--- config.mk ---
export PLATFORM = sky130hd
export DESIGN_NAME = lsu_ctrl
export DESIGN_NICKNAME = d
export VERILOG_FILES = /design/src/rtl/rv_pkg.sv /design/src/rtl/lsu_align.sv /design/src/rtl/lsu_ctrl.sv
export SDC_FILE = /design/constraint.sdc
export NUM_CORES = 1
export LEC_CHECK = 0
export CAP_MARGIN = 0
export CORE_MARGIN = 1.5
export CORE_UTILIZATION = 46
export CTS_BUF_LIST = sky130_fd_sc_hd__clkbuf_16
export DETAILED_ROUTE_END_ITERATION = 8
export PLACE_DENSITY = 0.82
export SYNTH_ARGS = -nofsm -noshare
export SYNTH_HDL_FRONTEND = slang
export SYNTH_SLANG_ARGS = --single-unit
--- constraint.sdc ---
create_clock -name clk -period 2.3 [get_ports clk]
set_input_delay 0.23 -clock clk [delete_from_list [all_inputs] [get_ports clk]]
set_output_delay 0.23 -clock clk [all_outputs]
set_load 0.05 [all_outputs]
--- src/rtl/rv_pkg.sv ---
// Shared RV64 load/store definitions: opcodes, func3 width codes, lsu state encoding
// and the alignment/legality rule for a single access.
package rv_pkg;

  localparam logic [6:0] OPC_LOAD  = 7'b0000011;
  localparam logic [6:0] OPC_STORE = 7'b0100011;

  localparam logic [2:0] F3_B  = 3'b000;
  localparam logic [2:0] F3_H  = 3'b001;
  localparam logic [2:0] F3_W  = 3'b010;
  localparam logic [2:0] F3_D  = 3'b011;
  localparam logic [2:0] F3_BU = 3'b100;
  localparam logic [2:0] F3_HU = 3'b101;
  localparam logic [2:0] F3_WU = 3'b110;

  typedef enum logic [2:0] {
    LSU_IDLE,
    LSU_REQ,
    LSU_WAIT_RSP,
    LSU_DONE,
    LSU_ERR
  } lsu_state_t;

  // Unsigned widths exist only for loads; func3=111 is never legal.
  function automatic logic lsu_access_ok(input logic we, input logic [2:0] f3,
                                         input logic [2:0] off);
    logic ok;
    case (f3)
      F3_B:    ok = 1'b1;
      F3_H:    ok = ~off[0];
      F3_W:    ok = (off[1:0] == 2'b00);
      F3_D:    ok = (off == 3'b000);
      F3_BU:   ok = ~we;
      F3_HU:   ok = ~we & ~off[0];
      F3_WU:   ok = ~we & (off[1:0] == 2'b00);
      default: ok = 1'b0;
    endcase
    return ok;
  endfunction

endpackage

--- src/rtl/lsu_align.sv ---
// lsu_align: store lane shift/strobe generation and load shift/extend.
// Latency: purely combinational, zero cycles.
// Backpressure: none; the caller registers both paths.
module lsu_align
  import rv_pkg::*;
#(
  parameter int XLEN = 64
) (
  input  logic [1:0]      st_size,
  input  logic [2:0]      st_off,
  input  logic [XLEN-1:0] st_data,
  output logic [XLEN-1:0] st_wdata,
  output logic [7:0]      st_wstrb,
  input  logic [2:0]      ld_func3,
  input  logic [2:0]      ld_off,
  input  logic [XLEN-1:0] ld_data,
  output logic [XLEN-1:0] ld_result
);

  logic [7:0]      base_strb;
  logic [XLEN-1:0] ld_shift;

  always_comb begin
    case (st_size)
      2'd0:    base_strb = 8'h01;
      2'd1:    base_strb = 8'h03;
      2'd2:    base_strb = 8'h0F;
      default: base_strb = 8'hFF;
    endcase
    st_wstrb = base_strb << st_off;
    st_wdata = st_data << {st_off, 3'b000};
  end

  always_comb begin
    ld_shift = ld_data >> {ld_off, 3'b000};
    case (ld_func3)
      F3_B:    ld_result = {{(XLEN-8){ld_shift[7]}}, ld_shift[7:0]};
      F3_H:    ld_result = {{(XLEN-16){ld_shift[15]}}, ld_shift[15:0]};
      F3_W:    ld_result = {{(XLEN-32){ld_shift[31]}}, ld_shift[31:0]};
      F3_BU:   ld_result = {{(XLEN-8){1'b0}}, ld_shift[7:0]};
      F3_HU:   ld_result = {{(XLEN-16){1'b0}}, ld_shift[15:0]};
      F3_WU:   ld_result = {{(XLEN-32){1'b0}}, ld_shift[31:0]};
      default: ld_result = ld_shift;
    endcase
  end

endmodule

--- src/rtl/lsu_ctrl.sv ---
// lsu_ctrl: RV64 load/store sequencer; LSU_TIMEOUT_EN adds a REQ/WAIT_RSP abort counter.
// Latency: store 3 cycles, load 4 cycles with zero-wait memory; rejected accesses 2 cycles.
// Backpressure: request held stable in REQ until mem_req_ready; WAIT_RSP waits for mem_rsp_valid.
module lsu_ctrl
  import rv_pkg::*;
#(
  parameter int XLEN = 64
`ifdef LSU_TIMEOUT_EN
  ,
  parameter int TIMEOUT_CYCLES = 255
`endif
) (
  input  logic            clk,
  input  logic            rst_n,
  input  logic            req_valid,
  input  logic            req_we,
  input  logic [2:0]      req_func3,
  input  logic [XLEN-1:0] req_addr,
  input  logic [XLEN-1:0] req_wdata,
  input  logic [4:0]      req_rd,
  output logic            stall,
  output logic            mem_req_valid,
  input  logic            mem_req_ready,
  output logic            mem_we,
  output logic [XLEN-1:0] mem_addr,
  output logic [XLEN-1:0] mem_wdata,
  output logic [7:0]      mem_wstrb,
  input  logic            mem_rsp_valid,
  input  logic [XLEN-1:0] mem_rdata,
  output logic            wb_valid,
  output logic [4:0]      wb_rd,
  output logic [XLEN-1:0] wb_data,
  output logic            err_misalign,
  output logic            err_timeout
);

  lsu_state_t      state, state_n;
  logic            we_q;
  logic [2:0]      f3_q, off_q;
  logic [4:0]      rd_q;
  logic [XLEN-1:0] addr_q, wdata_q, wb_data_q;
  logic [7:0]      wstrb_q;
  logic [XLEN-1:0] st_wdata, ld_result;
  logic [7:0]      st_wstrb;
  logic            req_ok, accept, tmo_fire;

  assign req_ok = lsu_access_ok(req_we, req_func3, req_addr[2:0]);
  assign accept = (state == LSU_IDLE) && req_valid && req_ok;

  // Store lanes come straight from the request; load lanes from the latched access.
  lsu_align #(.XLEN(XLEN)) u_align (
    .st_size  (req_func3[1:0]),
    .st_off   (req_addr[2:0]),
    .st_data  (req_wdata),
    .st_wdata (st_wdata),
    .st_wstrb (st_wstrb),
    .ld_func3 (f3_q),
    .ld_off   (off_q),
    .ld_data  (mem_rdata),
    .ld_result(ld_result)
  );

`ifdef LSU_TIMEOUT_EN
  localparam int CNT_W = ($clog2(TIMEOUT_CYCLES + 1) > 8) ? $clog2(TIMEOUT_CYCLES + 1) : 8;
  logic [CNT_W-1:0] tmo_cnt;
  logic             tmo_q;

  assign tmo_fire = ((state == LSU_REQ) || (state == LSU_WAIT_RSP)) &&
                    (tmo_cnt == CNT_W'(TIMEOUT_CYCLES - 1));

  always_ff @(posedge clk or negedge rst_n) begin
    if (!rst_n) begin
      tmo_cnt <= '0;
      tmo_q   <= 1'b0;
    end else begin
      if (accept)
        tmo_cnt <= '0;
      else if ((state == LSU_REQ) || (state == LSU_WAIT_RSP))
        tmo_cnt <= tmo_cnt + 1'b1;
      // ERR entered from IDLE is a rejected request; from REQ/WAIT_RSP it is an abort.
      if (state_n == LSU_ERR)
        tmo_q <= (state != LSU_IDLE);
    end
  end

  assign err_timeout  = (state == LSU_ERR) && tmo_q;
  assign err_misalign = (state == LSU_ERR) && !tmo_q;
`else
  assign tmo_fire     = 1'b0;
  assign err_timeout  = 1'b0;
  assign err_misalign = (state == LSU_ERR);
`endif

  always_ff @(posedge clk or negedge rst_n) begin
    if (!rst_n) state <= LSU_IDLE;
    else        state <= state_n;
  end

  always_comb begin
    state_n       = state;
    stall         = 1'b0;
    mem_req_valid = 1'b0;
    wb_valid      = 1'b0;
    case (state)
      LSU_IDLE: begin
        stall = req_valid;
        if (req_valid) state_n = req_ok ? LSU_REQ : LSU_ERR;
      end
      LSU_REQ: begin
        stall         = 1'b1;
        mem_req_valid = 1'b1;
        if (mem_req_ready) state_n = we_q ? LSU_DONE : LSU_WAIT_RSP;
        else if (tmo_fire) state_n = LSU_ERR;
      end
      LSU_WAIT_RSP: begin
        stall = 1'b1;
        if (mem_rsp_valid) state_n = LSU_DONE;
        else if (tmo_fire) state_n = LSU_ERR;
      end
      LSU_DONE: begin
        wb_valid = !we_q;
        state_n  = LSU_IDLE;
      end
      LSU_ERR:  state_n = LSU_IDLE;
      default:  state_n = LSU_IDLE;
    endcase
  end

  always_ff @(posedge clk or negedge rst_n) begin
    if (!rst_n) begin
      we_q      <= 1'b0;
      f3_q      <= '0;
      off_q     <= '0;
      rd_q      <= '0;
      addr_q    <= '0;
      wdata_q   <= '0;
      wstrb_q   <= '0;
      wb_data_q <= '0;
    end else begin
      if (accept) begin
        we_q    <= req_we;
        f3_q    <= req_func3;
        off_q   <= req_addr[2:0];
        rd_q    <= req_rd;
        addr_q  <= {req_addr[XLEN-1:3], 3'b000};
        wdata_q <= st_wdata;
        wstrb_q <= req_we ? st_wstrb : 8'h00;
      end
      if ((state == LSU_WAIT_RSP) && mem_rsp_valid)
        wb_data_q <= ld_result;
    end
  end

  assign mem_we    = we_q;
  assign mem_addr  = addr_q;
  assign mem_wdata = wdata_q;
  assign mem_wstrb = wstrb_q;
  assign wb_rd     = rd_q;
  assign wb_data   = wb_data_q;

endmodule

==> results of run 1 <==
==> layer usage <==
layer,track usage,vias up,part of all wire
li1,-,4854,-
met1,0.366,5171,0.36
met2,0.521,578,0.49
met3,0.0734,122,0.098
met4,0.138,0,0.048
met5,0,-,0
==> logic make-up after synthesis <==
logic type,Yosys count
other,1
AND/OR/NAND/NOR,323
flip-flops,212
AO/OA/AOI/OAI,288
buffers and inverters,106
multiplexers,193
==> where the power goes <==
group	total (mW)	internal, mW	leakage, nW	switching [mW]
clock network	3.88	2.30	0.403	1.59
logic	16.3	5.79	3.99	10.5
registers	6.76	5.50	2.59	1.26
total	26.9	13.6	6.98	13.4
==> through the flow <==
| step | instance area (sq um) | hold WS [ns] | setup WS [ns] |
|---|---|---|---|
| 2_1_floorplan | 11600 | -0.0656 | 0.251 |
| 3_3_place_gp | 16300 | 0.188 | 0.0733 |
| 3_5_place_dp | 16300 | 0.189 | 0.0314 |
| 4_1_cts | 17100 | 0.104 | 0.129 |
| 5_1_grt | 17100 | 0.130 | 0.00286 |
| 6_report | 17100 | 0.124 | 0.130 |
==> state kept, by name, summed over array words and instances, names as in the netlist <==
register   cells
mem_wdata     64
wb_data       64
mem_addr      61
mem_wstrb      8
wb_rd          5
f3_q           3
off_q          3
state          3
mem_we         1
==> layout make-up <==
cell class / instances / area (sq um)
multi-input combinational: 808 / 5820
fill: 1803 / 7400
clock inverter: 18 / 163
tap: 324 / 405
sequential: 212 / 5310
timing repair buffer: 471 / 4720
antenna: 1 / 2.50
inverter: 6 / 22.5
clock buffer: 25 / 626
==> synthesized netlist by cell type (19+ instances only) <==
cell,count
a211oi_1,23
a21oi_1,63
a31oi_2,40
buf_1,19
buf_2,19
clkbuf_1,52
dfrtp_1,212
mux2_2,83
mux2i_1,78
nand2_1,147
nor2_1,112
nor2b_1,21
o21ai_0,64
o31ai_1,24
==> what timing repair did <==
item / in CTS / in global routing
buffers inserted: 0 / 0
hold buffers: 1 / 0
setup endpoints to repair: 1 / 0
gates resized for setup: 1 / 0
endpoints found under the hold margin: 48 / 0
==> worst paths after layout <==
kind                              start  slack [ns]            end
setup reg to reg               off_q[0]        0.13    wb_data[25]
hold / removal              req_addr[0]        0.12   mem_wstrb[0]
min in group asynchronous         rst_n        0.24    wb_data[37]
hold reg to reg            mem_wdata[7]        0.48   mem_wdata[7]
setup / recovery               off_q[0]        0.13    wb_data[25]
max in group asynchronous         rst_n        1.29  mem_wdata[36]
==> flow_metrics.py, run 1 <==
metrics = {
    "sta": {
        "slew_viol_final": 0,
        "setup_violations": 0,
        "maxSlewHeadroom": 0.574,
        "rsz0062_at_grt": "false",
        "min_period_over_period": 0.943,
        "period_minus_slack_ns": 2.17,
        "hold_viol": 0,
        "worstMarginPinSlew_ns": 0.638,
        "fin_tns_setup_ns": 0,
        "final.setup_skew_ns": 0.00590,
        "max_freq_ghz": 0.461,
    },
    "synth": {
        "synth_top_family_by_area": "multiplexers",
        "synth_mux_area_frac": 0.197,
        "synth-compound-area-share": 0.182,
        "synthXorXnorAreaFrac": 0,
        "ys_ff_latch": 212,
        "synth_fa_ha_area_frac": 0,
        "yosysSeqAreaShare": 0.459,
        "ys_types": 55,
        "synthCells": 1123,
        "synthSimpleGateAreaFrac": 0.121,
        "async_reset_ff_frac": 1.00,
        "yosys.area.top_type": "dfrtp_1",
        "synth-main-ff-cell": "dfrtp_1",
        "yosysWarnings": 0,
        "netlist.area_leader.share": 0.459,
        "synth_edf_count": 0,
        "netlist_area_sq_um": 11600,
        "syn_avg_cell_area_sq_um": 10.3,
        "netlist_top_cells_area": "dfrtp_1 (46%), mux2_2 (8.1%), mux2i_1 (6.8%)",
    },
    "finish": {
        "final_common_cell": "clkdlybuf4s50_1",
        "layout-drive-gt1-share": 0.165,
        "fin_nets": 1729,
        "syn2layout_area_growth_pct": 47.5,
        "post-route-util": 0.698,
        "instances_no_fill": 1865,
        "final_cell_mix": "clkdlybuf4s50_1 (404), dfrtp_1 (210), nand2_1 (147), nor2_1 (112), mux2_2 (83)",
    },
    "worst_setup_path": {
        "start_kind": "flip-flop",
        "cpLargestDelayFamily": "compound AO/OA/AOI/OAI gates",
        "critPathCaptureType": "flip-flop",
        "criticalPathCategory": "flip-flop to flip-flop",
        "cp_cell_sequence": "buf_4 -> buf_12 -> mux2i_1 -> o22ai_1 -> a21oi_1 -> o21ai_0 -> o32a_1",
        "path_max_fanout": 69,
        "crit_slowest_cell": "dfrtp_2",
        "cp.depth": 7,
        "reg2reg_depth": 7,
        "crit_arrival_ns": 2.57,
        "worstPathRequired_ns": 2.70,
        "slowest_delay_ns": 0.47,
        "worst-path-buf-inv": 2,
    },
    "global_route": {
        "gr-total-overflow": 0,
        "grt_first_pass_wirelength_microns": 62300,
        "antenna_found_initial": 1,
        "grt_max_degree": 70,
        "grt_pass1_vias": 10944,
        "grtUsageTotal": 0.306,
    },
    "die": {
        "core_sq_um": 24500,
        "fp-row-count": 57,
        "initial_core_util": 0.473,
        "io_pins": 417,
        "chipWidth_microns": 162,
        "die-area_sq_um": 26100,
        "chipHeight_microns": 162,
    },
    "clocking": {
        "clk_latency_ns": 0.52,
        "cts_tree": "done",
        "htreeDepth": 1,
        "cts_made_buffers": 24,
        "clock_sinks": 212,
        "cts.clk_slew.worst_paths_ns": 0.06,
        "cts.path.max_buffers": 3,
        "root_buffer": "clkbuf_16",
    },
    "detailed_routing": {
        "ant_nets": 0,
        "drt_wl_total_microns": 40500,
        "vias_per_cell": 5.75,
        "vias": 10725,
        "routedWlPerCell_microns": 21.7,
        "dr.pass1.iters": 7,
        "remaining_drc_errors": 0,
        "drtIter0Drc": 724,
    },
    "place": {
        "placed_cells": 1820,
        "detailed_place_hpwl_microns": 30300,
        "portBuffers": 412,
        "place.gp.congestion": 0.980,
    },
    "worst_hold_path": {
        "min_path_type": "primary input to flip-flop",
        "hold_path_depth": 2,
    },
    "power": {
        "p_leak_nw": 6.98,
        "power.total_mw": 26.9,
        "p_per_area_nw_per_um2": 1580,
        "peakVddDrop_uv": 946,
    },
    "run": {
        "max_cap_viol_count": 0,
    },
    "outcome": {
        "outcome": "complete, no violations",
    },
}
Note: power is estimated with default switching activity, not from simulation.
==> run 2, diff against run 1 <==
- CORE_MARGIN: 1.5 -> 2
==> run 2 against run 1 <==
  * Final area shrank 0.13%
  * Sequential cell count did not move
  * Critical path depth grew 1
  * Total power down 0.82%
  * Register-to-register slack barely moved
  * Hold slack lost 0.037 ns
  * Clock power fell by 11%
  * Clock skew is 0.0038 ns higher
  * Routed wire length rose by 1.7%
  * Utilization down 1.5 points
  * Critical endpoint is now wb_data[32]
  * Largest cell class unchanged
  * Highest routed layer is now met5
==> flow_metrics.py, run 2 (same netlist as run 1, synthesis figures left out) <==
metrics = {
    "power": {
        "peakVddDrop_uv": 1020,
        "p_per_area_nw_per_um2": 1570,
        "p_leak_nw": 6.99,
    },
    "die": {
        "io_pins": 417,
        "fp-row-count": 58,
        "chipHeight_microns": 163,
        "chipWidth_microns": 163,
        "core_sq_um": 25000,
        "die-area_sq_um": 26400,
        "initial_core_util": 0.463,
    },
    "detailed_routing": {
        "vias": 10758,
        "highest_layer": "met5",
        "vias_per_cell": 5.74,
        "met2_length_microns": 20800,
        "dr.pass1.iters": 5,
        "wl_met3_microns": 3940,
        "remaining_drc_errors": 0,
        "drtIter0Drc": 815,
        "ant_nets": 0,
        "met1Wirelength_microns": 14700,
        "routedWlPerCell_microns": 22.0,
        "drt_wl_total_microns": 41200,
    },
    "worst_setup_path": {
        "rrSetupSlack_ns": 0.12,
        "reg2reg_depth": 8,
        "r2r-start": "off_q[0]",
        "criticalPathCategory": "flip-flop to flip-flop",
        "worstPathRequired_ns": 2.71,
        "reg2reg_to": "wb_data[32]",
        "crit_arrival_ns": 2.60,
        "start_kind": "flip-flop",
        "critical_path.startpoint": "off_q[0]",
        "critPathCaptureType": "flip-flop",
        "path_max_fanout": 19,
    },
    "clocking": {
        "cts_tree": "done",
        "postCtsSetupBuffers": 0,
        "cts.clk_slew.worst_paths_ns": 0.06,
        "cts.path.max_buffers": 3,
        "clock_sinks": 212,
        "root_buffer": "clkbuf_16",
        "cts_made_buffers": 24,
        "clk_latency_ns": 0.51,
        "htreeDepth": 1,
    },
    "finish": {
        "final_area_sq_um": 17000,
        "final_common_cell": "clkdlybuf4s50_1",
        "final_cell_mix": "clkdlybuf4s50_1 (404), dfrtp_1 (210), nand2_1 (147), nor2_1 (112), mux2_2 (83)",
        "fin_nets": 1734,
        "syn2layout_area_growth_pct": 47.3,
        "post-route-util": 0.683,
        "layout-drive-gt1-share": 0.162,
    },
    "sta": {
        "final.setup_skew_ns": 0.00974,
        "slew_viol_final": 0,
        "setup_violations": 0,
        "fin_tns_setup_ns": 0,
        "worstMarginPinSlew_ns": 0.758,
        "timing.hold.ws_ns": 0.0867,
        "min_period_over_period": 0.949,
        "period_minus_slack_ns": 2.18,
        "max_freq_ghz": 0.458,
        "maxSlewHeadroom": 0.494,
        "hold_viol": 0,
        "rsz0062_at_grt": "false",
    },
    "place": {
        "portBuffers": 412,
        "detailed_place_hpwl_microns": 31000,
        "post_dp_cell_area_sq_um": 16300,
        "place.gp.congestion": 0.949,
    },
    "global_route": {
        "gr-total-overflow": 0,
        "grt_first_pass_wirelength_microns": 61700,
        "antenna_found_initial": 3,
        "grt_pass1_vias": 10727,
        "grtUsageTotal": 0.301,
        "grt_max_degree": 70,
    },
    "worst_hold_path": {
        "hold_path_depth": 2,
        "min_path_type": "primary input to flip-flop",
        "hold_path_end": "mem_wstrb[0]",
        "min_from": "req_addr[0]",
    },
    "run": {
        "max_cap_viol_count": 0,
    },
    "outcome": {
        "outcome": "complete, no violations",
    },
}
run 2: cell count changes in the layout (fill, tap and decap cells not counted):
| cell | delta |
|---|---|
| bufinv_16 | -3 |
| buf_12 | +2 |
| buf_4 | +2 |
| inv_1 | +4 |
| clkinv_1 | +3 |
| dlygate4sd2_1 | +1 |
| clkinvlp_4 | -2 |
| clkinv_2 | -3 |
run 2: worst max-delay path, stage by stage (launching register included):
cell and delay [ns]:
dfrtp_2 0.46, buf_4 0.19, mux2i_1 0.12, mux4_2 0.51, nor4_4 0.16, buf_4 0.22
a211oi_4 0.06, buf_12 0.18, a31oi_1 0.17
run 2: through the flow:
step                worst slack (ns)  power, mW  std cells
global placement              0.0122       22.9       1831
finish                         0.118       26.7       1875
detailed placement          -0.00998       23.2       1831
floorplan                      0.251       17.3       1126
global route                  0.0440       27.8       1875
CTS                            0.147       26.8       1874
run 2: final cells by class:
type / count / area (sq um)
multi-input cells: 808 / 5820
inverters: 6 / 22.5
well taps: 330 / 413
repair buffers: 476 / 4780
flip-flops and latches: 212 / 5310
diodes: 1 / 2.50
clock buffers: 25 / 626
fillers: 1919 / 7920
clock inverters: 17 / 68.8
run 2: timing repair:
item / 4_1_cts / 5_1_grt
hold buffers: 1 / 0
resized for setup: 2 / 0
hold endpoints to repair: 54 / 0
endpoints found under the setup margin: 2 / 0
run 2: layer usage:
metal	global-route usage	vias up
met4	0.124	2
met1	0.346	5234
met2	0.536	571
met3	0.0774	99
li1	-	4852
met5	0	-
run 2: worst max-delay path by stage:
| stage | end | slack [ns] | cells after the start |
|---|---|---|---|
| after floorplan | wb_data[42] | 0.25 | 8 |
| after global placement | wb_data[40] | 0.01 | 7 |
| after detailed placement | wb_data[59] | -0.01 | 7 |
| after CTS | wb_data[19] | 0.15 | 6 |
| after global routing | wb_data[25] | 0.04 | 7 |
| final | wb_data[32] | 0.12 | 8 |
run 2: report_power, final:
part | switching (mW) | internal (mW) | leakage [nW]
registers | 1.24 | 5.50 | 2.59
clock network | 1.51 | 1.94 | 0.374
logic | 10.7 | 5.88 | 4.03
total | 13.4 | 13.3 | 6.99
==> run 3, diff against run 2 <==
- CORE_AREA: default -> 2 2 162 164
- CORE_MARGIN: 2 -> default
- CORE_UTILIZATION: 46 -> default
- DIE_AREA: default -> 0 0 164 166
- PLACE_DENSITY: 0.82 -> 0.81
- clock period: 2.3 -> 2.71 ns (I/O delays scaled with it)
==> run 3 against run 2 <==
  * Combinational power shrank 16%
  * Register-to-register slack improved by 0.18 ns
  * Sequential share of layout area rose by 0.27 points
  * Critical path depth is 4 lower
  * Final cell count fell by 0.85%
  * Non-clock buffer count down 24
==> flow_metrics.py, run 3 (same netlist as run 1, synthesis figures left out) <==
metrics = {
    "outcome": {
        "outcome": "complete, no violations",
    },
    "die": {
        "io_pins": 417,
        "core_sq_um": 25600,
        "die-area_sq_um": 27200,
        "chipHeight_microns": 166,
        "initial_core_util": 0.452,
        "fp-row-count": 59,
        "chipWidth_microns": 164,
    },
    "place": {
        "pre_cts_ws_ns": 0.0851,
        "place.gp.congestion": 0.954,
        "post_dp_cell_area_sq_um": 16100,
        "portBuffers": 412,
        "detailed_place_hpwl_microns": 30200,
    },
    "detailed_routing": {
        "met2_length_microns": 19500,
        "highest_layer": "met4",
        "drt_wl_total_microns": 40700,
        "ant_nets": 0,
        "vias": 10593,
        "met1Wirelength_microns": 15100,
        "wl_met3_microns": 3910,
        "drtIter0Drc": 994,
        "remaining_drc_errors": 0,
        "dr.pass1.iters": 5,
        "routedWlPerCell_microns": 21.9,
        "vias_per_cell": 5.70,
    },
    "worst_setup_path": {
        "worst-path-buf-inv": 3,
        "crit_arrival_ns": 2.34,
        "slowest_delay_ns": 0.79,
        "critPathCaptureType": "output port",
        "crit_slowest_cell": "clkdlybuf4s50_1",
        "worstPathRequired_ns": 2.44,
        "cp_cell_sequence": "inv_1 -> or3_1 -> inv_1 -> clkdlybuf4s50_1",
        "critical_path.startpoint": "state[0]",
        "r2r-start": "off_q[0]",
        "cpLargestDelayFamily": "buffers and inverters",
        "start_kind": "flip-flop",
        "criticalPathCategory": "flip-flop to output port",
        "crit_top_cell": "inv_1",
        "path_max_fanout": 9,
    },
    "clocking": {
        "htreeDepth": 1,
        "root_buffer": "clkbuf_16",
        "cts.clk_slew.worst_paths_ns": 0.06,
        "postCtsSetupBuffers": 0,
        "clock_sinks": 212,
        "cts.path.max_buffers": 3,
        "clk_latency_ns": 0.54,
        "cts_tree": "done",
        "cts_made_buffers": 25,
    },
    "finish": {
        "final_area_sq_um": 16900,
        "final_cell_mix": "clkdlybuf4s50_1 (408), dfrtp_1 (210), nand2_1 (147), nor2_1 (112), mux2_2 (83)",
        "fillers": 1943,
        "syn2layout_area_growth_pct": 46.1,
        "fin_nets": 1711,
        "layout-drive-gt1-share": 0.150,
        "final_common_cell": "clkdlybuf4s50_1",
    },
    "global_route": {
        "grt_first_pass_wirelength_microns": 61600,
        "grtUsageTotal": 0.292,
        "grt_pass1_vias": 10509,
        "gr-total-overflow": 0,
        "grt_max_degree": 70,
        "antenna_found_initial": 2,
    },
    "sta": {
        "worstMarginPinSlew_ns": 1.26,
        "slew_viol_final": 0,
        "worst_slack_ns": 0.0986,
        "maxSlewHeadroom": 0.155,
        "max_freq_ghz": 0.383,
        "hold_viol": 0,
        "setup_violations": 0,
        "final.setup_skew_ns": 0.0197,
        "rsz0062_at_grt": "false",
        "period_minus_slack_ns": 2.61,
        "min_period_over_period": 0.964,
        "fin_tns_setup_ns": 0,
    },
    "run": {
        "max_cap_viol_count": 0,
    },
    "worst_hold_path": {
        "min_path_type": "primary input to asynchronous set/reset pin",
    },
    "power": {
        "power.total_mw": 22.8,
        "p_per_area_nw_per_um2": 1350,
        "p_leak_nw": 6.86,
        "peakVddDrop_uv": 1010,
    },
}
run 3: routing by layer:
layer  up-vias  GRT usage
li1       4808          -
met1      5060      0.356
met2       612      0.489
met3       113     0.0749
met4         0      0.126
met5         -          0
run 3: per-stage QoR:
step | utilization | std cells | hold WS (ns)
after global routing | 0.660 | 1859 | 0.338
final | 0.660 | 1859 | 0.320
after detailed placement | 0.629 | 1812 | 0.285
after global placement | 0.629 | 1812 | 0.277
after floorplan | - | 1126 | -0.0246
after CTS | 0.660 | 1858 | 0.310
run 3: final timing paths:
check | slack (ns) | endpoint | cells after the start
max | 0.1 | mem_req_valid | 4
min | 0.32 | wb_data[61] | 2
max reg2reg | 0.30 | wb_data[51] | 7
min reg2reg | 0.48 | mem_wdata[7] | 2
max in group asynchronous | 1.57 | mem_wdata[38] | 3
min in group clk | 0.33 | state[2] | 5
run 3: cell type report:
class                      instances  area (sq um)  area share
antenna                            1          2.50    0.000148
clock buffer                      25           626      0.0370
clock inverter                    20           151     0.00896
inverter                           6          22.5     0.00133
multi-input combinational        808          5820       0.345
sequential                       212          5310       0.314
tap                              335           419      0.0248
timing repair buffer             452          4540       0.269
run 3: worst reg2reg max path: cells and delay by family, from the launching register on:
family	cells	cell delay, ns
buffers and inverters	2	0.44
DFF	1	0.64
and+or+nand+nor	1	0.05
muxes	2	0.81
AOI/OAI and AO/OA	2	0.35
run 3: timing repair:
action | in CTS | in global routing
gates resized for setup | 0 | 0
hold endpoints to repair | 66 | 0
hold buffers | 1 | 0
run 3: report_power, final:
part / internal (mW) / switching, mW
Combinational: 4.84 / 8.98
Clock: 1.87 / 1.39
Sequential: 4.67 / 1.02
